==> config.mk <==
export PLATFORM = sky130hd
export DESIGN_NAME = instr_fetch_queue
export DESIGN_NICKNAME = d
export VERILOG_FILES = /design/src/rtl/instr_fetch_queue.sv
export SDC_FILE = /design/constraint.sdc
export NUM_CORES = 1
export LEC_CHECK = 0
export CAP_MARGIN = 20
export CELL_PAD_IN_SITES_DETAIL_PLACEMENT = 1
export CELL_PAD_IN_SITES_GLOBAL_PLACEMENT = 2
export CORE_UTILIZATION = 40
export DETAILED_ROUTE_END_ITERATION = 10
export PLACE_DENSITY = 0.86
export SYNTH_ARGS = -nofsm -noshare
export SYNTH_HDL_FRONTEND = slang
export SYNTH_SLANG_ARGS = --single-unit
==> constraint.sdc <==
create_clock -name clk -period 3.8 [get_ports clk]
set_clock_uncertainty 0.05 [all_clocks]
set_input_delay 0.57 -clock clk [delete_from_list [all_inputs] [get_ports clk]]
set_output_delay 0.57 -clock clk [all_outputs]
set_load 0.1 [all_outputs]
==> src/rtl/instr_fetch_queue.sv <==
// Instruction fetch queue: issues one instruction-memory read at a time and buffers
// returned words with their PCs in a small FIFO for decode; flush discards all fetches.
module instr_fetch_queue #(
  parameter int WIDTH = 32,
  parameter int DEPTH = 4
) (
  input  logic             clk,
  input  logic             rst,
  input  logic [WIDTH-1:0] pc_in,
  input  logic             pc_valid,
  output logic             pc_ready,
  input  logic             flush,
  output logic             imem_req,
  output logic [WIDTH-1:0] imem_addr,
  input  logic             imem_ack,
  input  logic [31:0]      imem_rdata,
  output logic [31:0]      instr_out,
  output logic [WIDTH-1:0] instr_pc,
  output logic             instr_valid,
  input  logic             instr_ready
);

  localparam int PTR_W = $clog2(DEPTH);
  localparam logic [PTR_W:0] FULL = (PTR_W + 1)'(DEPTH);

  typedef enum logic [1:0] {IDLE, WAIT, DROP} state_t;

  state_t           state;
  logic [31:0]      instr_mem [DEPTH];
  logic [WIDTH-1:0] pc_mem    [DEPTH];
  logic [PTR_W-1:0] rd_ptr;
  logic [PTR_W-1:0] wr_ptr;
  logic [PTR_W:0]   count;
  logic             accept;
  logic             push;
  logic             pop;

  assign pc_ready    = (state == IDLE) && (count < FULL) && !flush;
  assign accept      = pc_valid && pc_ready;
  assign push        = (state == WAIT) && imem_ack && !flush;
  assign pop         = instr_valid && instr_ready && !flush;
  assign instr_valid = (count != '0);
  // Head is masked while empty so unreset storage never leaks onto the outputs.
  assign instr_out   = instr_valid ? instr_mem[rd_ptr] : '0;
  assign instr_pc    = instr_valid ? pc_mem[rd_ptr]    : '0;

  always_ff @(posedge clk) begin
    if (!rst) begin
      state     <= IDLE;
      imem_req  <= 1'b0;
      imem_addr <= '0;
    end else begin
      case (state)
        IDLE: begin
          if (accept) begin
            imem_addr <= pc_in;
            imem_req  <= 1'b1;
            state     <= WAIT;
          end
        end
        WAIT: begin
          // An ack in the flush cycle completes the request; its data is just not queued.
          if (imem_ack) begin
            imem_req <= 1'b0;
            state    <= IDLE;
          end else if (flush) begin
            imem_req <= 1'b0;
            state    <= DROP;
          end
        end
        DROP: begin
          if (imem_ack) state <= IDLE;
        end
        default: begin
          imem_req <= 1'b0;
          state    <= IDLE;
        end
      endcase
    end
  end

  always_ff @(posedge clk) begin
    if (!rst || flush) begin
      rd_ptr <= '0;
      wr_ptr <= '0;
      count  <= '0;
    end else begin
      if (push) wr_ptr <= wr_ptr + 1'b1;
      if (pop)  rd_ptr <= rd_ptr + 1'b1;
      case ({push, pop})
        2'b10:   count <= count + 1'b1;
        2'b01:   count <= count - 1'b1;
        default: count <= count;
      endcase
    end
  end

  always_ff @(posedge clk) begin
    if (push) begin
      instr_mem[wr_ptr] <= imem_rdata;
      pc_mem[wr_ptr]    <= imem_addr;
    end
  end

endmodule

==> impl_metrics.prom <==
# TYPE chip_impl_metric gauge
chip_impl_metric{name="worst_slew_pin_slew",unit="ns"} 1.05
chip_impl_metric{name="clock-sinks",unit=""} 300
chip_impl_metric{name="drt_pre_antenna_iters",unit=""} 4
chip_impl_metric{name="post_route_cells_drive_above_1_share",unit=""} 0.200
chip_impl_metric{name="syn-mean-instance-area",unit="µm²"} 19.4
chip_impl_metric{name="cts_made_buffers",unit=""} 31
chip_impl_metric{name="met3_usage",unit=""} 0.0349
chip_impl_info{name="worstHoldPathType",value="in2reg"} 1
chip_impl_metric{name="power.density_cell_area",unit="nW/µm²"} 498
chip_impl_metric{name="max-vdd-ir-drop",unit="mV"} 0.322
chip_impl_info{name="tritoncts_clock_tree",value="yes"} 1
chip_impl_info{name="setup_repair_after_global_routing_missed_its_margin",value="false"} 1
chip_impl_metric{name="pre_cts_slack",unit="ns"} 0.996
chip_impl_metric{name="grtUsageMet1",unit=""} 0.229
chip_impl_metric{name="area_overhead_of_the_layout_relative_to_synthesis",unit="%"} 25.6
chip_impl_metric{name="crit_path_max_fanout",unit=""} 19
chip_impl_metric{name="syn_area",unit="µm²"} 11800
chip_impl_metric{name="layout.cell_area.non_filler",unit="µm²"} 14800
chip_impl_metric{name="via_count_of_the_first_global_routing_pass",unit=""} 6450
chip_impl_metric{name="first_iter_violations",unit=""} 393
chip_impl_info{name="ys_dominant_reg_cell",value="sky130_fd_sc_hd__edfxtp_1"} 1
chip_impl_metric{name="clk_latency",unit="ns"} 0.55
chip_impl_metric{name="global_route.overflow_total",unit=""} 0
chip_impl_metric{name="grt_start_max_net_pins",unit=""} 66
chip_impl_metric{name="postSynthRegisterBits",unit=""} 300
chip_impl_metric{name="ys_warns",unit=""} 0
chip_impl_metric{name="start_util",unit=""} 0.409
chip_impl_info{name="outcome",value="finished clean"} 1
chip_impl_metric{name="post_cts_resize_count",unit=""} 0
chip_impl_metric{name="post-route-drc-count",unit=""} 0
chip_impl_info{name="layout.cells.most_common_list",value="256 x sky130_fd_sc_hd__edfxtp_1, 101 x sky130_fd_sc_hd__clkdlybuf4s50_1, 71 x sky130_fd_sc_hd__buf_4"} 1
chip_impl_metric{name="static-leakage-power",unit="µW"} 0.00494
chip_impl_metric{name="io_pins",unit=""} 169
chip_impl_metric{name="detail-route-antenna-nets",unit=""} 0
chip_impl_metric{name="number_of_stages_on_the_worst_hold_path",unit=""} 2
chip_impl_metric{name="fp.dieArea",unit="µm²"} 30100
chip_impl_metric{name="worst-r2r-setup-slack",unit="ns"} 1.74
chip_impl_metric{name="post-route-worst-setup-slack",unit="ns"} 0.600
chip_impl_metric{name="synthesized_instance_count",unit=""} 607
chip_impl_metric{name="n_fill_cell",unit=""} 2650
chip_impl_info{name="hold_end",value="state[0]"} 1
chip_impl_metric{name="dr_total_vias",unit=""} 5935
chip_impl_metric{name="groute.usage.overall",unit=""} 0.164
chip_impl_metric{name="clk_pin_slew",unit="ns"} 0.06
chip_impl_metric{name="cts_hold_repair.buffers",unit=""} 0
chip_impl_metric{name="report.final.hold_viol_count",unit=""} 0
chip_impl_metric{name="totalWireLength",unit="mm"} 24.5
chip_impl_metric{name="max-cap-violations",unit=""} 0
chip_impl_metric{name="finalCritPeriodShare",unit=""} 0.842
chip_impl_metric{name="detailed_place.area",unit="µm²"} 13600
chip_impl_metric{name="power.share.switching",unit=""} 0.208
chip_impl_metric{name="min_period",unit="ns"} 3.20
chip_impl_metric{name="synth.lib_cells_used.distinct",unit=""} 31
chip_impl_metric{name="synthesis.nets",unit=""} 683
chip_impl_metric{name="placement_rows",unit=""} 62
chip_impl_metric{name="n_antenna_cell",unit=""} 0
chip_impl_info{name="worstSetupStartpointType",value="flop"} 1
chip_impl_metric{name="power.combinational.fraction",unit=""} 0.053
chip_impl_metric{name="worstPathRequired",unit="ns"} 3.18
chip_impl_info{name="top_usage_layer",value="met2"} 1
chip_impl_metric{name="sequentialPowerShare",unit=""} 0.494
chip_impl_metric{name="detailedPlacementHpwl",unit="mm"} 14.9
chip_impl_metric{name="routedWlPerCell",unit="µm"} 20.6
chip_impl_metric{name="die_span_in_x",unit="µm"} 173
chip_impl_metric{name="power.clock.fraction",unit=""} 0.453
chip_impl_metric{name="arr_time_crit_path",unit="ns"} 2.58
chip_impl_info{name="critPathKind",value="reg2out"} 1
chip_impl_metric{name="antenna_found_initial",unit=""} 0
chip_impl_metric{name="setup_tns",unit="ns"} 0
chip_impl_metric{name="share_of_async_settable_or_async_resettable_flops_after_synthesis",unit=""} 0
chip_impl_metric{name="finish_stage_setup_viols",unit=""} 0
chip_impl_metric{name="cellInternalPower",unit="µW"} 5830
chip_impl_metric{name="worst-r2r-cell-count",unit=""} 9
chip_impl_metric{name="switchingPower",unit="µW"} 1530
chip_impl_metric{name="post_synthesis_sequential_area_ratio",unit=""} 0.728
chip_impl_metric{name="synth-edff-count",unit=""} 256
chip_impl_metric{name="max_freq",unit="MHz"} 313
chip_impl_metric{name="finalWeightedCongestion",unit=""} 0.717
chip_impl_info{name="cts-root-buf",value="sky130_fd_sc_hd__clkbuf_16"} 1
chip_impl_metric{name="timing_max_transition_violations_final",unit=""} 0
chip_impl_metric{name="htree_levels",unit=""} 1
chip_impl_info{name="timing.rr.start",value="state[1]"} 1
chip_impl_info{name="hold_path.startpoint",value="rst"} 1
chip_impl_metric{name="io_buffer_count",unit=""} 168
chip_impl_info{name="r2r-end",value="count[2]"} 1
chip_impl_info{name="critPathCaptureType",value="primary output"} 1
chip_impl_metric{name="gr-usage-met2",unit=""} 0.269
chip_impl_metric{name="design.core.area",unit="µm²"} 28800
chip_impl_metric{name="floorplan.die.height",unit="µm"} 173
chip_impl_metric{name="grt_first_pass_wirelength",unit="mm"} 37.9
chip_impl_metric{name="postCtsSetupBuffers",unit=""} 0
chip_impl_metric{name="via_per_inst",unit=""} 4.97
chip_impl_metric{name="slew-limit-headroom",unit=""} 0.299
chip_impl_metric{name="hold-worst-slack",unit="ns"} 0.419
chip_impl_info{name="most_common_cell_after_layout_fill_and_taps_aside",value="sky130_fd_sc_hd__edfxtp_1"} 1
chip_impl_metric{name="nets",unit=""} 862
chip_impl_metric{name="deepest_clock_path_buffer_count",unit=""} 3
## cell families (layout without fill, tap and decap cells)
| kind of cell | count (synthesis) | count (layout) | synth area share |
|---|---|---|---|
| adders and majority gates | 6 | 6 | 0.00702 |
| buffers and inverters | 39 | 242 | 0.0268 |
| DFF | 300 | 300 | 0.728 |
| muxes | 98 | 98 | 0.163 |
| AOI/OAI and AO/OA | 8 | 8 | 0.00479 |
| xor gates and xnor gates | 5 | 5 | 0.00372 |
| and+or+nand+nor | 151 | 151 | 0.0661 |
## metrics by stage
| step | utilization | total power (µW) | std cells |
|---|---|---|---|
| 4_1_cts | 0.513 | 7440 | 1193 |
| 5_1_grt | 0.513 | 7570 | 1194 |
| 2_1_floorplan | - | 3940 | 607 |
| 3_3_place_gp | 0.473 | 4090 | 1136 |
| 3_5_place_dp | 0.473 | 4100 | 1136 |
| 6_report | 0.513 | 7360 | 1194 |
## worst max-delay path: stages, from the launching register on
cell and delay (ns):
sky130_fd_sc_hd__dfxtp_4 0.57, sky130_fd_sc_hd__buf_4 0.41, sky130_fd_sc_hd__mux4_1 0.63, sky130_fd_sc_hd__and2_1 0.18, sky130_fd_sc_hd__buf_4 0.22
## power by group through the flow
stage / Combinational [µW] / Clock (µW) / Sequential [µW]
2_1_floorplan: 117 / 0 / 3820
3_3_place_gp: 390 / 0 / 3700
3_5_place_dp: 396 / 0 / 3700
4_1_cts: 397 / 3410 / 3630
5_1_grt: 412 / 3520 / 3640
6_report: 393 / 3330 / 3630
## synthesized netlist by cell type, drive strengths merged (2+ instances only)
| master | instances | area [µm²] |
|---|---|---|
| dfxtp | 44 | 881 |
| a21oi | 2 | 10.0 |
| mux4 | 64 | 1580 |
| inv | 6 | 22.5 |
| ha | 5 | 62.6 |
| xor2 | 4 | 35.0 |
| buf | 17 | 233 |
| mux2i | 34 | 340 |
| clkbuf | 16 | 60.1 |
| nor2 | 9 | 33.8 |
| or3 | 2 | 12.5 |
| nand2 | 64 | 240 |
| edfxtp | 256 | 7690 |
| o31ai | 2 | 15.0 |
| and2 | 69 | 432 |
## final cells by class
| class | instances | area [µm²] | area share |
|---|---|---|---|
| sequential | 300 | 8580 | 0.581 |
| tap | 384 | 480 | 0.0325 |
| inverter | 6 | 22.5 | 0.00152 |
| timing repair buffer | 179 | 1670 | 0.113 |
| clock buffer | 35 | 791 | 0.0535 |
| multi-input combinational | 268 | 2890 | 0.196 |
| clock inverter | 22 | 339 | 0.0230 |
## routing by layer
metal | part of all wire | up-vias
li1 | - | 2731
met1 | 0.46 | 3022
met5 | 0 | -
met2 | 0.47 | 153
met4 | 0.014 | 0
met3 | 0.051 | 29
## sequential cells by signal, summed over array words and instances, names as in the netlist, named ones only
| signal | flops |
|---|---|
| wr_ptr | 2 |
| imem_req | 1 |
| count | 3 |
| instr_mem | 128 |
| pc_mem | 128 |
| rd_ptr | 2 |
| imem_addr | 32 |
| state | 2 |
## worst max path at each step
stage / endpoint / slack [ns] / from / cells past startpoint
2_1_floorplan: imem_addr[10] / 0.70 / flush / 5
3_3_place_gp: count[2] / 1.02 / flush / 10
3_5_place_dp: count[2] / 1.0 / flush / 10
4_1_cts: instr_out[25] / 0.51 / flop / 4
5_1_grt: instr_out[2] / 0.43 / flop / 4
6_report: instr_out[2] / 0.60 / flop / 4
Power figures use the tool's default switching activity.
